**src/rtl/btb_pkg.sv**
```systemverilog
// Shared constants, counter encodings and FSM states for the branch target buffer controller.
package btb_pkg;

    localparam int SET_LSB = 2;
    localparam int TAG_LSB = 5;

    localparam logic [1:0] SNT = 2'd0;
    localparam logic [1:0] WNT = 2'd1;
    localparam logic [1:0] WT  = 2'd2;
    localparam logic [1:0] ST  = 2'd3;

    typedef enum logic [1:0] {
        S_IDLE = 2'd0,
        S_UPD  = 2'd1,
        S_INV  = 2'd2
    } state_t;

    // 2-bit saturating branch counter step
    function automatic logic [1:0] ctr_next(input logic [1:0] cur, input logic taken);
        if (taken) begin
            return (cur == ST) ? ST : cur + 2'd1;
        end
        return (cur == SNT) ? SNT : cur - 2'd1;
    endfunction

endpackage

```
**src/rtl/btb_ctrl_if.sv**
```systemverilog
// Fetch lookup, execute update, invalidate and storage array ports of the BTB controller.
interface btb_ctrl_if #(
    parameter int TAGW = 27,
    parameter int SETW = 3
);
    logic            lk_valid;
    logic [31:0]     lk_pc;
    logic            lk_ready;
    logic            lk_hit;
    logic            lk_taken;
    logic [31:0]     lk_target;

    logic            upd_valid;
    logic            upd_ready;
    logic [31:0]     upd_pc;
    logic            upd_taken;
    logic [31:0]     upd_target;

    logic            inv_req;
    logic            inv_busy;

    logic [SETW-1:0] bf_rd_set;
    logic            bf_rd_valid0;
    logic            bf_rd_valid1;
    logic [TAGW-1:0] bf_rd_tag0;
    logic [TAGW-1:0] bf_rd_tag1;
    logic [31:0]     bf_rd_target0;
    logic [31:0]     bf_rd_target1;
    logic [1:0]      bf_rd_state0;
    logic [1:0]      bf_rd_state1;
    logic            bf_rd_lru;

    logic            bf_wr_en;
    logic [SETW-1:0] bf_wr_set;
    logic            bf_wr_way;
    logic            bf_wr_valid;
    logic [TAGW-1:0] bf_wr_tag;
    logic [31:0]     bf_wr_target;
    logic [1:0]      bf_wr_state;
    logic            bf_wr_lru_en;
    logic            bf_wr_lru_val;

    modport master (
        input  lk_valid, lk_pc, upd_valid, upd_pc, upd_taken, upd_target, inv_req,
        input  bf_rd_valid0, bf_rd_valid1, bf_rd_tag0, bf_rd_tag1,
        input  bf_rd_target0, bf_rd_target1, bf_rd_state0, bf_rd_state1, bf_rd_lru,
        output lk_ready, lk_hit, lk_taken, lk_target, upd_ready, inv_busy, bf_rd_set,
        output bf_wr_en, bf_wr_set, bf_wr_way, bf_wr_valid, bf_wr_tag, bf_wr_target,
        output bf_wr_state, bf_wr_lru_en, bf_wr_lru_val
    );

    modport slave (
        output lk_valid, lk_pc, upd_valid, upd_pc, upd_taken, upd_target, inv_req,
        output bf_rd_valid0, bf_rd_valid1, bf_rd_tag0, bf_rd_tag1,
        output bf_rd_target0, bf_rd_target1, bf_rd_state0, bf_rd_state1, bf_rd_lru,
        input  lk_ready, lk_hit, lk_taken, lk_target, upd_ready, inv_busy, bf_rd_set,
        input  bf_wr_en, bf_wr_set, bf_wr_way, bf_wr_valid, bf_wr_tag, bf_wr_target,
        input  bf_wr_state, bf_wr_lru_en, bf_wr_lru_val
    );

endinterface

```
**src/rtl/btb_way_match.sv**
```systemverilog
// Purpose: 2-way tag compare with hit-way and replacement-victim select.
// Latency: combinational.
// Backpressure: none.
module btb_way_match #(
    parameter int TAGW = 27
) (
    input  logic            valid0,
    input  logic            valid1,
    input  logic [TAGW-1:0] tag0,
    input  logic [TAGW-1:0] tag1,
    input  logic [TAGW-1:0] cmp_tag,
    input  logic            lru,
    output logic            hit,
    output logic            hit_way,
    output logic            victim
);

    logic hit0;
    logic hit1;

    always_comb begin
        hit0    = valid0 && (tag0 == cmp_tag);
        hit1    = valid1 && (tag1 == cmp_tag);
        hit     = hit0 || hit1;
        // way0 wins when both ways match
        hit_way = !hit0;
        victim  = !valid0 ? 1'b0 : (!valid1 ? 1'b1 : lru);
    end

endmodule

```
**src/rtl/btb_ctrl.sv**
```systemverilog
// Purpose: BTB array port arbiter: fetch lookups, read-modify-write updates, invalidate-all sweep.
// Latency: lookup same cycle; update 1 cycle after accept; sweep 16 cycles.
// Backpressure: lk_ready/upd_ready drop during update and sweep; lookups are not queued.
module btb_ctrl
    import btb_pkg::*;
#(
    parameter int         SETS        = 8,
    parameter int         TAGW        = 27,
    parameter logic [1:0] ALLOC_STATE = WT,
    parameter logic [1:0] INV_STATE   = WNT
) (
    input  logic        clk,
    input  logic        rst_n,
    btb_ctrl_if.master  bus
);

    localparam int SETW = $clog2(SETS);

    typedef struct packed {
        logic [SETW-1:0] set;
        logic [TAGW-1:0] tag;
        logic            taken;
        logic [31:0]     target;
    } upd_t;

    state_t          state_q, state_d;
    upd_t            upd_q;
    logic [3:0]      sweep_q;
    logic            upd_accept;

    logic [SETW-1:0] lk_set;
    logic [TAGW-1:0] lk_tag;
    logic [SETW-1:0] rd_set;
    logic [TAGW-1:0] cmp_tag;
    logic            in_upd;
    logic            hit;
    logic            hit_way;
    logic            victim;
    logic [1:0]      hit_state;
    logic [31:0]     hit_target;
    logic            unused_pc_bits;

    assign lk_set         = bus.lk_pc[SET_LSB +: SETW];
    assign lk_tag         = bus.lk_pc[TAG_LSB +: TAGW];
    assign unused_pc_bits = ^{bus.lk_pc[1:0], bus.upd_pc[1:0]};

    // The single read port follows the buffered update while in UPD, fetch otherwise
    assign in_upd        = (state_q == S_UPD);
    assign rd_set        = in_upd ? upd_q.set : lk_set;
    assign cmp_tag       = in_upd ? upd_q.tag : lk_tag;
    assign bus.bf_rd_set = rd_set;

    btb_way_match #(.TAGW(TAGW)) u_match (
        .valid0  (bus.bf_rd_valid0),
        .valid1  (bus.bf_rd_valid1),
        .tag0    (bus.bf_rd_tag0),
        .tag1    (bus.bf_rd_tag1),
        .cmp_tag (cmp_tag),
        .lru     (bus.bf_rd_lru),
        .hit     (hit),
        .hit_way (hit_way),
        .victim  (victim)
    );

    assign hit_state  = hit_way ? bus.bf_rd_state1  : bus.bf_rd_state0;
    assign hit_target = hit_way ? bus.bf_rd_target1 : bus.bf_rd_target0;

    always_comb begin
        state_d           = state_q;
        upd_accept        = 1'b0;
        bus.lk_ready      = 1'b0;
        bus.lk_hit        = 1'b0;
        bus.lk_taken      = 1'b0;
        bus.lk_target     = '0;
        bus.upd_ready     = 1'b0;
        bus.inv_busy      = 1'b0;
        bus.bf_wr_en      = 1'b0;
        bus.bf_wr_set     = rd_set;
        bus.bf_wr_way     = 1'b0;
        bus.bf_wr_valid   = 1'b0;
        bus.bf_wr_tag     = '0;
        bus.bf_wr_target  = '0;
        bus.bf_wr_state   = SNT;
        bus.bf_wr_lru_en  = 1'b0;
        bus.bf_wr_lru_val = 1'b0;

        case (state_q)
            S_IDLE: begin
                bus.lk_ready  = 1'b1;
                bus.upd_ready = !bus.inv_req;
                bus.lk_hit    = bus.lk_valid && hit;
                bus.lk_taken  = bus.lk_hit && hit_state[1];
                bus.lk_target = bus.lk_hit ? hit_target : 32'd0;
                if (bus.lk_hit) begin
                    bus.bf_wr_lru_en  = 1'b1;
                    bus.bf_wr_lru_val = ~hit_way;
                end
                if (bus.inv_req) begin
                    state_d = S_INV;
                end else if (bus.upd_valid) begin
                    upd_accept = 1'b1;
                    state_d    = S_UPD;
                end
            end
            S_UPD: begin
                if (hit) begin
                    bus.bf_wr_en      = 1'b1;
                    bus.bf_wr_way     = hit_way;
                    bus.bf_wr_valid   = 1'b1;
                    bus.bf_wr_tag     = upd_q.tag;
                    bus.bf_wr_target  = upd_q.taken ? upd_q.target : hit_target;
                    bus.bf_wr_state   = ctr_next(hit_state, upd_q.taken);
                    bus.bf_wr_lru_en  = 1'b1;
                    bus.bf_wr_lru_val = ~hit_way;
                end else if (upd_q.taken) begin
                    bus.bf_wr_en      = 1'b1;
                    bus.bf_wr_way     = victim;
                    bus.bf_wr_valid   = 1'b1;
                    bus.bf_wr_tag     = upd_q.tag;
                    bus.bf_wr_target  = upd_q.target;
                    bus.bf_wr_state   = ALLOC_STATE;
                    bus.bf_wr_lru_en  = 1'b1;
                    bus.bf_wr_lru_val = ~victim;
                end
                state_d = bus.inv_req ? S_INV : S_IDLE;
            end
            S_INV: begin
                bus.inv_busy      = 1'b1;
                bus.bf_wr_en      = 1'b1;
                bus.bf_wr_set     = sweep_q[3:1];
                bus.bf_wr_way     = sweep_q[0];
                bus.bf_wr_state   = INV_STATE;
                bus.bf_wr_lru_en  = sweep_q[0];
                state_d           = (sweep_q == 4'd15) ? S_IDLE : S_INV;
            end
            default: state_d = S_IDLE;
        endcase
    end

    always_ff @(posedge clk or negedge rst_n) begin
        if (!rst_n) begin
            state_q <= S_IDLE;
            upd_q   <= '0;
            sweep_q <= 4'd0;
        end else begin
            state_q <= state_d;
            if (upd_accept) begin
                upd_q <= '{set:    bus.upd_pc[SET_LSB +: SETW],
                           tag:    bus.upd_pc[TAG_LSB +: TAGW],
                           taken:  bus.upd_taken,
                           target: bus.upd_target};
            end
            // Wraps back to 0 after the last sweep cycle, ready for the next sweep
            if (state_q == S_INV) begin
                sweep_q <= sweep_q + 4'd1;
            end
        end
    end

endmodule

```
**src/flat_wrapper.sv**
```systemverilog
// flat-port wrapper written by rule: the top's interface ports become plain ports
module btb_ctrl_flat import btb_pkg::*;
#(
    parameter int         SETS        = 8,
    parameter int         TAGW        = 27,
    parameter logic [1:0] ALLOC_STATE = WT,
    parameter logic [1:0] INV_STATE   = WNT
)
  (clk, rst_n, bus_lk_valid, bus_lk_pc, bus_upd_valid, bus_upd_pc, bus_upd_taken, bus_upd_target, bus_inv_req, bus_bf_rd_valid0, bus_bf_rd_valid1, bus_bf_rd_tag0, bus_bf_rd_tag1, bus_bf_rd_target0, bus_bf_rd_target1, bus_bf_rd_state0, bus_bf_rd_state1, bus_bf_rd_lru, bus_lk_ready, bus_lk_hit, bus_lk_taken, bus_lk_target, bus_upd_ready, bus_inv_busy, bus_bf_rd_set, bus_bf_wr_en, bus_bf_wr_set, bus_bf_wr_way, bus_bf_wr_valid, bus_bf_wr_tag, bus_bf_wr_target, bus_bf_wr_state, bus_bf_wr_lru_en, bus_bf_wr_lru_val);
  btb_ctrl_if #(.TAGW(TAGW), .SETW(3)) bus_i ();
  input  logic clk;
  input  logic rst_n;
  input wire logic [$bits(bus_i.lk_valid)-1:0] bus_lk_valid;
  input wire logic [$bits(bus_i.lk_pc)-1:0] bus_lk_pc;
  input wire logic [$bits(bus_i.upd_valid)-1:0] bus_upd_valid;
  input wire logic [$bits(bus_i.upd_pc)-1:0] bus_upd_pc;
  input wire logic [$bits(bus_i.upd_taken)-1:0] bus_upd_taken;
  input wire logic [$bits(bus_i.upd_target)-1:0] bus_upd_target;
  input wire logic [$bits(bus_i.inv_req)-1:0] bus_inv_req;
  input wire logic [$bits(bus_i.bf_rd_valid0)-1:0] bus_bf_rd_valid0;
  input wire logic [$bits(bus_i.bf_rd_valid1)-1:0] bus_bf_rd_valid1;
  input wire logic [$bits(bus_i.bf_rd_tag0)-1:0] bus_bf_rd_tag0;
  input wire logic [$bits(bus_i.bf_rd_tag1)-1:0] bus_bf_rd_tag1;
  input wire logic [$bits(bus_i.bf_rd_target0)-1:0] bus_bf_rd_target0;
  input wire logic [$bits(bus_i.bf_rd_target1)-1:0] bus_bf_rd_target1;
  input wire logic [$bits(bus_i.bf_rd_state0)-1:0] bus_bf_rd_state0;
  input wire logic [$bits(bus_i.bf_rd_state1)-1:0] bus_bf_rd_state1;
  input wire logic [$bits(bus_i.bf_rd_lru)-1:0] bus_bf_rd_lru;
  output wire logic [$bits(bus_i.lk_ready)-1:0] bus_lk_ready;
  output wire logic [$bits(bus_i.lk_hit)-1:0] bus_lk_hit;
  output wire logic [$bits(bus_i.lk_taken)-1:0] bus_lk_taken;
  output wire logic [$bits(bus_i.lk_target)-1:0] bus_lk_target;
  output wire logic [$bits(bus_i.upd_ready)-1:0] bus_upd_ready;
  output wire logic [$bits(bus_i.inv_busy)-1:0] bus_inv_busy;
  output wire logic [$bits(bus_i.bf_rd_set)-1:0] bus_bf_rd_set;
  output wire logic [$bits(bus_i.bf_wr_en)-1:0] bus_bf_wr_en;
  output wire logic [$bits(bus_i.bf_wr_set)-1:0] bus_bf_wr_set;
  output wire logic [$bits(bus_i.bf_wr_way)-1:0] bus_bf_wr_way;
  output wire logic [$bits(bus_i.bf_wr_valid)-1:0] bus_bf_wr_valid;
  output wire logic [$bits(bus_i.bf_wr_tag)-1:0] bus_bf_wr_tag;
  output wire logic [$bits(bus_i.bf_wr_target)-1:0] bus_bf_wr_target;
  output wire logic [$bits(bus_i.bf_wr_state)-1:0] bus_bf_wr_state;
  output wire logic [$bits(bus_i.bf_wr_lru_en)-1:0] bus_bf_wr_lru_en;
  output wire logic [$bits(bus_i.bf_wr_lru_val)-1:0] bus_bf_wr_lru_val;
  assign bus_i.lk_valid = bus_lk_valid;
  assign bus_i.lk_pc = bus_lk_pc;
  assign bus_i.upd_valid = bus_upd_valid;
  assign bus_i.upd_pc = bus_upd_pc;
  assign bus_i.upd_taken = bus_upd_taken;
  assign bus_i.upd_target = bus_upd_target;
  assign bus_i.inv_req = bus_inv_req;
  assign bus_i.bf_rd_valid0 = bus_bf_rd_valid0;
  assign bus_i.bf_rd_valid1 = bus_bf_rd_valid1;
  assign bus_i.bf_rd_tag0 = bus_bf_rd_tag0;
  assign bus_i.bf_rd_tag1 = bus_bf_rd_tag1;
  assign bus_i.bf_rd_target0 = bus_bf_rd_target0;
  assign bus_i.bf_rd_target1 = bus_bf_rd_target1;
  assign bus_i.bf_rd_state0 = bus_bf_rd_state0;
  assign bus_i.bf_rd_state1 = bus_bf_rd_state1;
  assign bus_i.bf_rd_lru = bus_bf_rd_lru;
  assign bus_lk_ready = bus_i.lk_ready;
  assign bus_lk_hit = bus_i.lk_hit;
  assign bus_lk_taken = bus_i.lk_taken;
  assign bus_lk_target = bus_i.lk_target;
  assign bus_upd_ready = bus_i.upd_ready;
  assign bus_inv_busy = bus_i.inv_busy;
  assign bus_bf_rd_set = bus_i.bf_rd_set;
  assign bus_bf_wr_en = bus_i.bf_wr_en;
  assign bus_bf_wr_set = bus_i.bf_wr_set;
  assign bus_bf_wr_way = bus_i.bf_wr_way;
  assign bus_bf_wr_valid = bus_i.bf_wr_valid;
  assign bus_bf_wr_tag = bus_i.bf_wr_tag;
  assign bus_bf_wr_target = bus_i.bf_wr_target;
  assign bus_bf_wr_state = bus_i.bf_wr_state;
  assign bus_bf_wr_lru_en = bus_i.bf_wr_lru_en;
  assign bus_bf_wr_lru_val = bus_i.bf_wr_lru_val;
  btb_ctrl #(.SETS(SETS), .TAGW(TAGW), .ALLOC_STATE(ALLOC_STATE), .INV_STATE(INV_STATE)) u_core (.clk(clk), .rst_n(rst_n), .bus(bus_i));
endmodule
```
**config.mk**
```make
export PLATFORM = sky130hd
export DESIGN_NAME = btb_ctrl_flat
export DESIGN_NICKNAME = d
export VERILOG_FILES = /design/src/rtl/btb_pkg.sv /design/src/rtl/btb_ctrl_if.sv /design/src/rtl/btb_way_match.sv /design/src/rtl/btb_ctrl.sv /design/src/flat_wrapper.sv
export SDC_FILE = /design/constraint.sdc
export NUM_CORES = 1
export LEC_CHECK = 0
export ABC_CLOCK_PERIOD_IN_PS = 3700
export CORE_ASPECT_RATIO = 1.2
export CORE_MARGIN = 1.5
export CORE_UTILIZATION = 30
export DETAILED_ROUTE_END_ITERATION = 6
export GPL_ROUTABILITY_DRIVEN = 0
export MAX_ROUTING_LAYER = met4
export PLACE_DENSITY = 0.72
export SETUP_SLACK_MARGIN = 0.1
export SKIP_LAST_GASP = 1
export SLEW_MARGIN = 10
export SYNTH_ARGS = -nofsm -noshare
export SYNTH_HDL_FRONTEND = slang
export SYNTH_SLANG_ARGS = --single-unit
```
**constraint.sdc**
```tcl
create_clock -name clk -period 3.7 [get_ports clk]
set_input_delay 0.74 -clock clk [delete_from_list [all_inputs] [get_ports clk]]
set_output_delay 0.74 -clock clk [all_outputs]
set_load 0.01 [all_outputs]
```
==> impl_metrics.env <==
export IMPL_synth_area_um2=5070
export IMPL_cts_buffers_inserted=9
export IMPL_maxSlewHeadroom_pct=36.6
export IMPL_p_per_area_nw_per_um2=401
export IMPL_vdd_ir_drop_worst_mv=0.233
export IMPL_worstPathArrival_ns=3.61
export IMPL_path_class="flip-flop to output pin"
export IMPL_htree_levels=3
export IMPL_min_period_ns=4.35
export IMPL_synth_nets=739
export IMPL_wl_per_cell_um=19.0
export IMPL_p_sw_share_pct=33.3
export IMPL_synth_seq_cells=69
export IMPL_core_um2=16400
export IMPL_vias=5882
export IMPL_io_pins=336
export IMPL_stdcell_area_um2=10900
export IMPL_skew_ns=0.0103
export IMPL_postSynthCellCount=507
export IMPL_r2r_end="u_core.upd_q[9]$_DFFE_PN0P_"
export IMPL_crit_required_ns=2.96
export IMPL_yosys_most_used_dff="dfrtp_1"
export IMPL_clkLatencyLatePin_ns=0.34
export IMPL_cap_viol_max_count=0
export IMPL_worstSetupStartpointType="flip-flop"
export IMPL_initial_core_util_pct=30.9
export IMPL_seq_area_frac_synth_pct=34.0
export IMPL_drtAntennaViolNets=0
export IMPL_finalSetupViolCount=100
export IMPL_yosys_warnings=0
export IMPL_grt_max_degree=70
export IMPL_worstMarginPinSlew_ns=0.952
export IMPL_critPathMaxFanout=6
export IMPL_fp_row_count=51
export IMPL_post_route_drc_count=0
export IMPL_cp_cell_sequence="inv_2 -> ha_4 -> buf_6 -> buf_6 -> mux2i_4 -> xnor2_2 -> or4b_4 -> or4_4 -> nor3_4 -> o211ai_4 -> clkbuf_16 -> buf_8 -> buf_12 -> buf_12 -> nor2_4 -> buf_6"
export IMPL_antenna_found_initial=0
export IMPL_setup_worst_path_end="bus_lk_target[5]"
export IMPL_slew_violations=0
export IMPL_combPwrFrac_pct=47.1
export IMPL_cp_num_buf_inv=8
export IMPL_ff2ff_setup_slack_ns=1.44
export IMPL_violations="negative setup slack"
export IMPL_dieArea_um2=17700
export IMPL_final_layout_size_suffix_gt1_share_pct=46.8
export IMPL_nFillCells=1252
export IMPL_synth_edff_count=0
export IMPL_cp_startpoint="u_core.state_q[1]$_DFFE_PN0P_"
export IMPL_hp_start="u_core.upd_q[60]$_DFFE_PN0P_"
export IMPL_p_leak_uw=0.00466
export IMPL_wl_met3_um=961
export IMPL_cp_top_family="simple AND/OR/NAND/NOR gates"
export IMPL_clock_fmax_mhz=230
export IMPL_first_global_vias=6185
export IMPL_status="finished, violations left"
export IMPL_period_share_pct=118
export IMPL_async_reset_ff_share_pct=100
export IMPL_io_buffers=331
export IMPL_path_depth=16
export IMPL_cts_tree="yes"
export IMPL_die_x_um=122
export IMPL_synth_avg_cell_area_um2=10.0
export IMPL_area_growth_pct=115
export IMPL_seqPwrFrac_pct=33.2
export IMPL_p_int_uw=2920
export IMPL_die_h_um=145
export IMPL_synth_cell_type_count=42
export IMPL_crit_path_top_delay_cell="or4b_4"
export IMPL_fin_util_pct=66.5
export IMPL_clock_sinks=69
export IMPL_hold_viol_final=0
export IMPL_grt_pass1_wl_um=34400
export IMPL_crit_top_cell="buf_6"
export IMPL_timing_final_ws_setup_ns=-0.653
export IMPL_drt_met1_wl_um=9590
export IMPL_top_layer="met4"
export IMPL_dpl_instance_area_um2=9340
export IMPL_place_ws_ns=-0.988
export IMPL_min_path_cells=1
export IMPL_ff2ff_path_depth=8
export IMPL_viasPerCell=4.79
export IMPL_grt_ovfl_total=0
export IMPL_first_iter_violations=211
export IMPL_r2r_start="u_core.state_q[0]$_DFFE_PN0P_"
export IMPL_ctsHoldBuffers=0
export IMPL_cpPeakStageDelay_ns=0.52
export IMPL_p_clk_share_pct=19.7
export IMPL_switchingPower_uw=1450
export IMPL_nets=1243
export IMPL_clk_path_buf_depth=2
export IMPL_first_pass_iters=4
export IMPL_rsz0062_at_grt="true"
export IMPL_dp_hpwl_um=16500
export IMPL_cp_end_kind="output pin"
export IMPL_drt_wl_total_um=23300
export IMPL_path_clk_slew_ns=0.06
export IMPL_grt_use_total_pct=26.5
export IMPL_clockRootBuffer="clkbuf_16"
export IMPL_dr_wl_met2_um=12000
export IMPL_diodes=0
export IMPL_min_delay_path_class="flip-flop to flip-flop"
through the flow:
stage / setup TNS (ns) / total power [uW] / cells / hold WS [ns]
2_1_floorplan: 0 / 2330 / 507 / 0.444
3_3_place_gp: -77.35 / 3260 / 1119 / 0.481
3_5_place_dp: -80.55 / 3300 / 1119 / 0.490
4_1_cts: -56.14 / 4300 / 1213 / 0.499
5_1_grt: -65.57 / 4630 / 1227 / 0.519
6_report: -48.58 / 4370 / 1227 / 0.504
metal layers:
layer  global-route usage [%]  vias to the layer above
met4                     9.29                        0
met3                     4.31                       54
met1                     31.9                     2823
li1                         -                     2794
met5                        -                        -
met2                     44.4                      211
cells in the mapped netlist (3+ instances only):
library cell / instances / area, um^2
nor2_2: 5 / 31.3
mux2i_2: 7 / 96.3
mux2i_1: 52 / 521
and2_1: 28 / 175
nand3_1: 5 / 25.0
xnor2_1: 54 / 473
o21ai_1: 15 / 75.1
clkbuf_1: 11 / 41.3
o21ai_0: 21 / 105
buf_2: 6 / 30.0
nor2_1: 36 / 135
nand4_1: 6 / 37.5
xor2_1: 3 / 26.3
nor4_1: 22 / 138
ha_1: 5 / 62.6
mux2_2: 71 / 800
a21oi_1: 4 / 20.0
buf_6: 10 / 113
nand2_1: 45 / 169
inv_1: 8 / 30.0
dfrtp_1: 69 / 1730
registers in the layout, indices dropped and copies added (netlist names):
register	count
u_core.upd_q	63
u_core.sweep_q	4
u_core.state_q	2
power groups by stage:
stage                     combinational [uW]  sequential (uW)  clock (uW)
after floorplan                          997             1330           0
after global placement                  1850             1410           0
after detailed placement                1880             1420           0
after CTS                               1990             1430         879
after global routing                    2210             1510         917
final                                   2060             1450         861
how the worst min path moves through the flow:
stage,end
detailed placement,u_core.upd_q[60]$_DFFE_PN0P_
floorplan,u_core.state_q[0]$_DFFE_PN0P_
finish,u_core.upd_q[60]$_DFFE_PN0P_
global route,u_core.sweep_q[3]$_DFFE_PN0P_
CTS,u_core.sweep_q[3]$_DFFE_PN0P_
global placement,u_core.sweep_q[3]$_DFFE_PN0P_
logic make-up after synthesis:
kind of cell	after synthesis	share of synthesized area, %
buf+inv	36	4.29
fa+ha+maj	7	1.63
xor+xnor	57	9.84
compound gates	52	6.27
mux	131	28.4
flops	69	34.0
simple gates	155	15.6
layout by cell type, fill, tap and decap left out, drive strengths merged, types with 2 or more instances in the layout:
cell,synthesis,routed
o31ai,2,2
ha,5,5
maj3,2,2
o22ai,2,2
inv,8,9
nor4,23,23
nand3,5,5
clkdlybuf4s50,0,231
dfrtp,69,69
o211ai,2,2
a221oi,2,2
nand4,6,6
mux2i,60,60
and2,28,28
a21oi,4,4
buf,17,272
nand2,45,45
or4,2,2
clkinvlp,0,2
dlygate4sd2,0,3
xor2,3,3
mux2,71,71
o21ai,36,36
clkinv,0,2
xnor2,54,54
clkbuf,11,10
clkdlybuf4s15,0,13
nor2,41,41
worst reg2reg max path, stage by stage, from the launching register on:
cell	delay, ns
dfrtp_1	0.39
buf_4	0.14
inv_1	0.05
ha_1	0.27
nand2b_1	0.16
inv_1	0.10
nand2_4	0.37
buf_12	0.28
mux2_2	0.39
area by class of cell:
cell class	count	area (um^2)	area share (%)
clock buffers	9	225	2.06
clock inverters	6	63.8	0.585
inverters	8	30.0	0.275
multi-input cells	402	3780	34.6
flip-flops and latches	69	1730	15.8
well taps	212	265	2.43
repair buffers	521	4820	44.2
what timing repair did:
action,4_1_cts,5_1_grt
pin swaps,43,17
gates cloned,4,0
setup endpoints to repair,100,100
resized for setup,516,64
buffers inserted,76,14
Power figures use the tool's default switching activity.
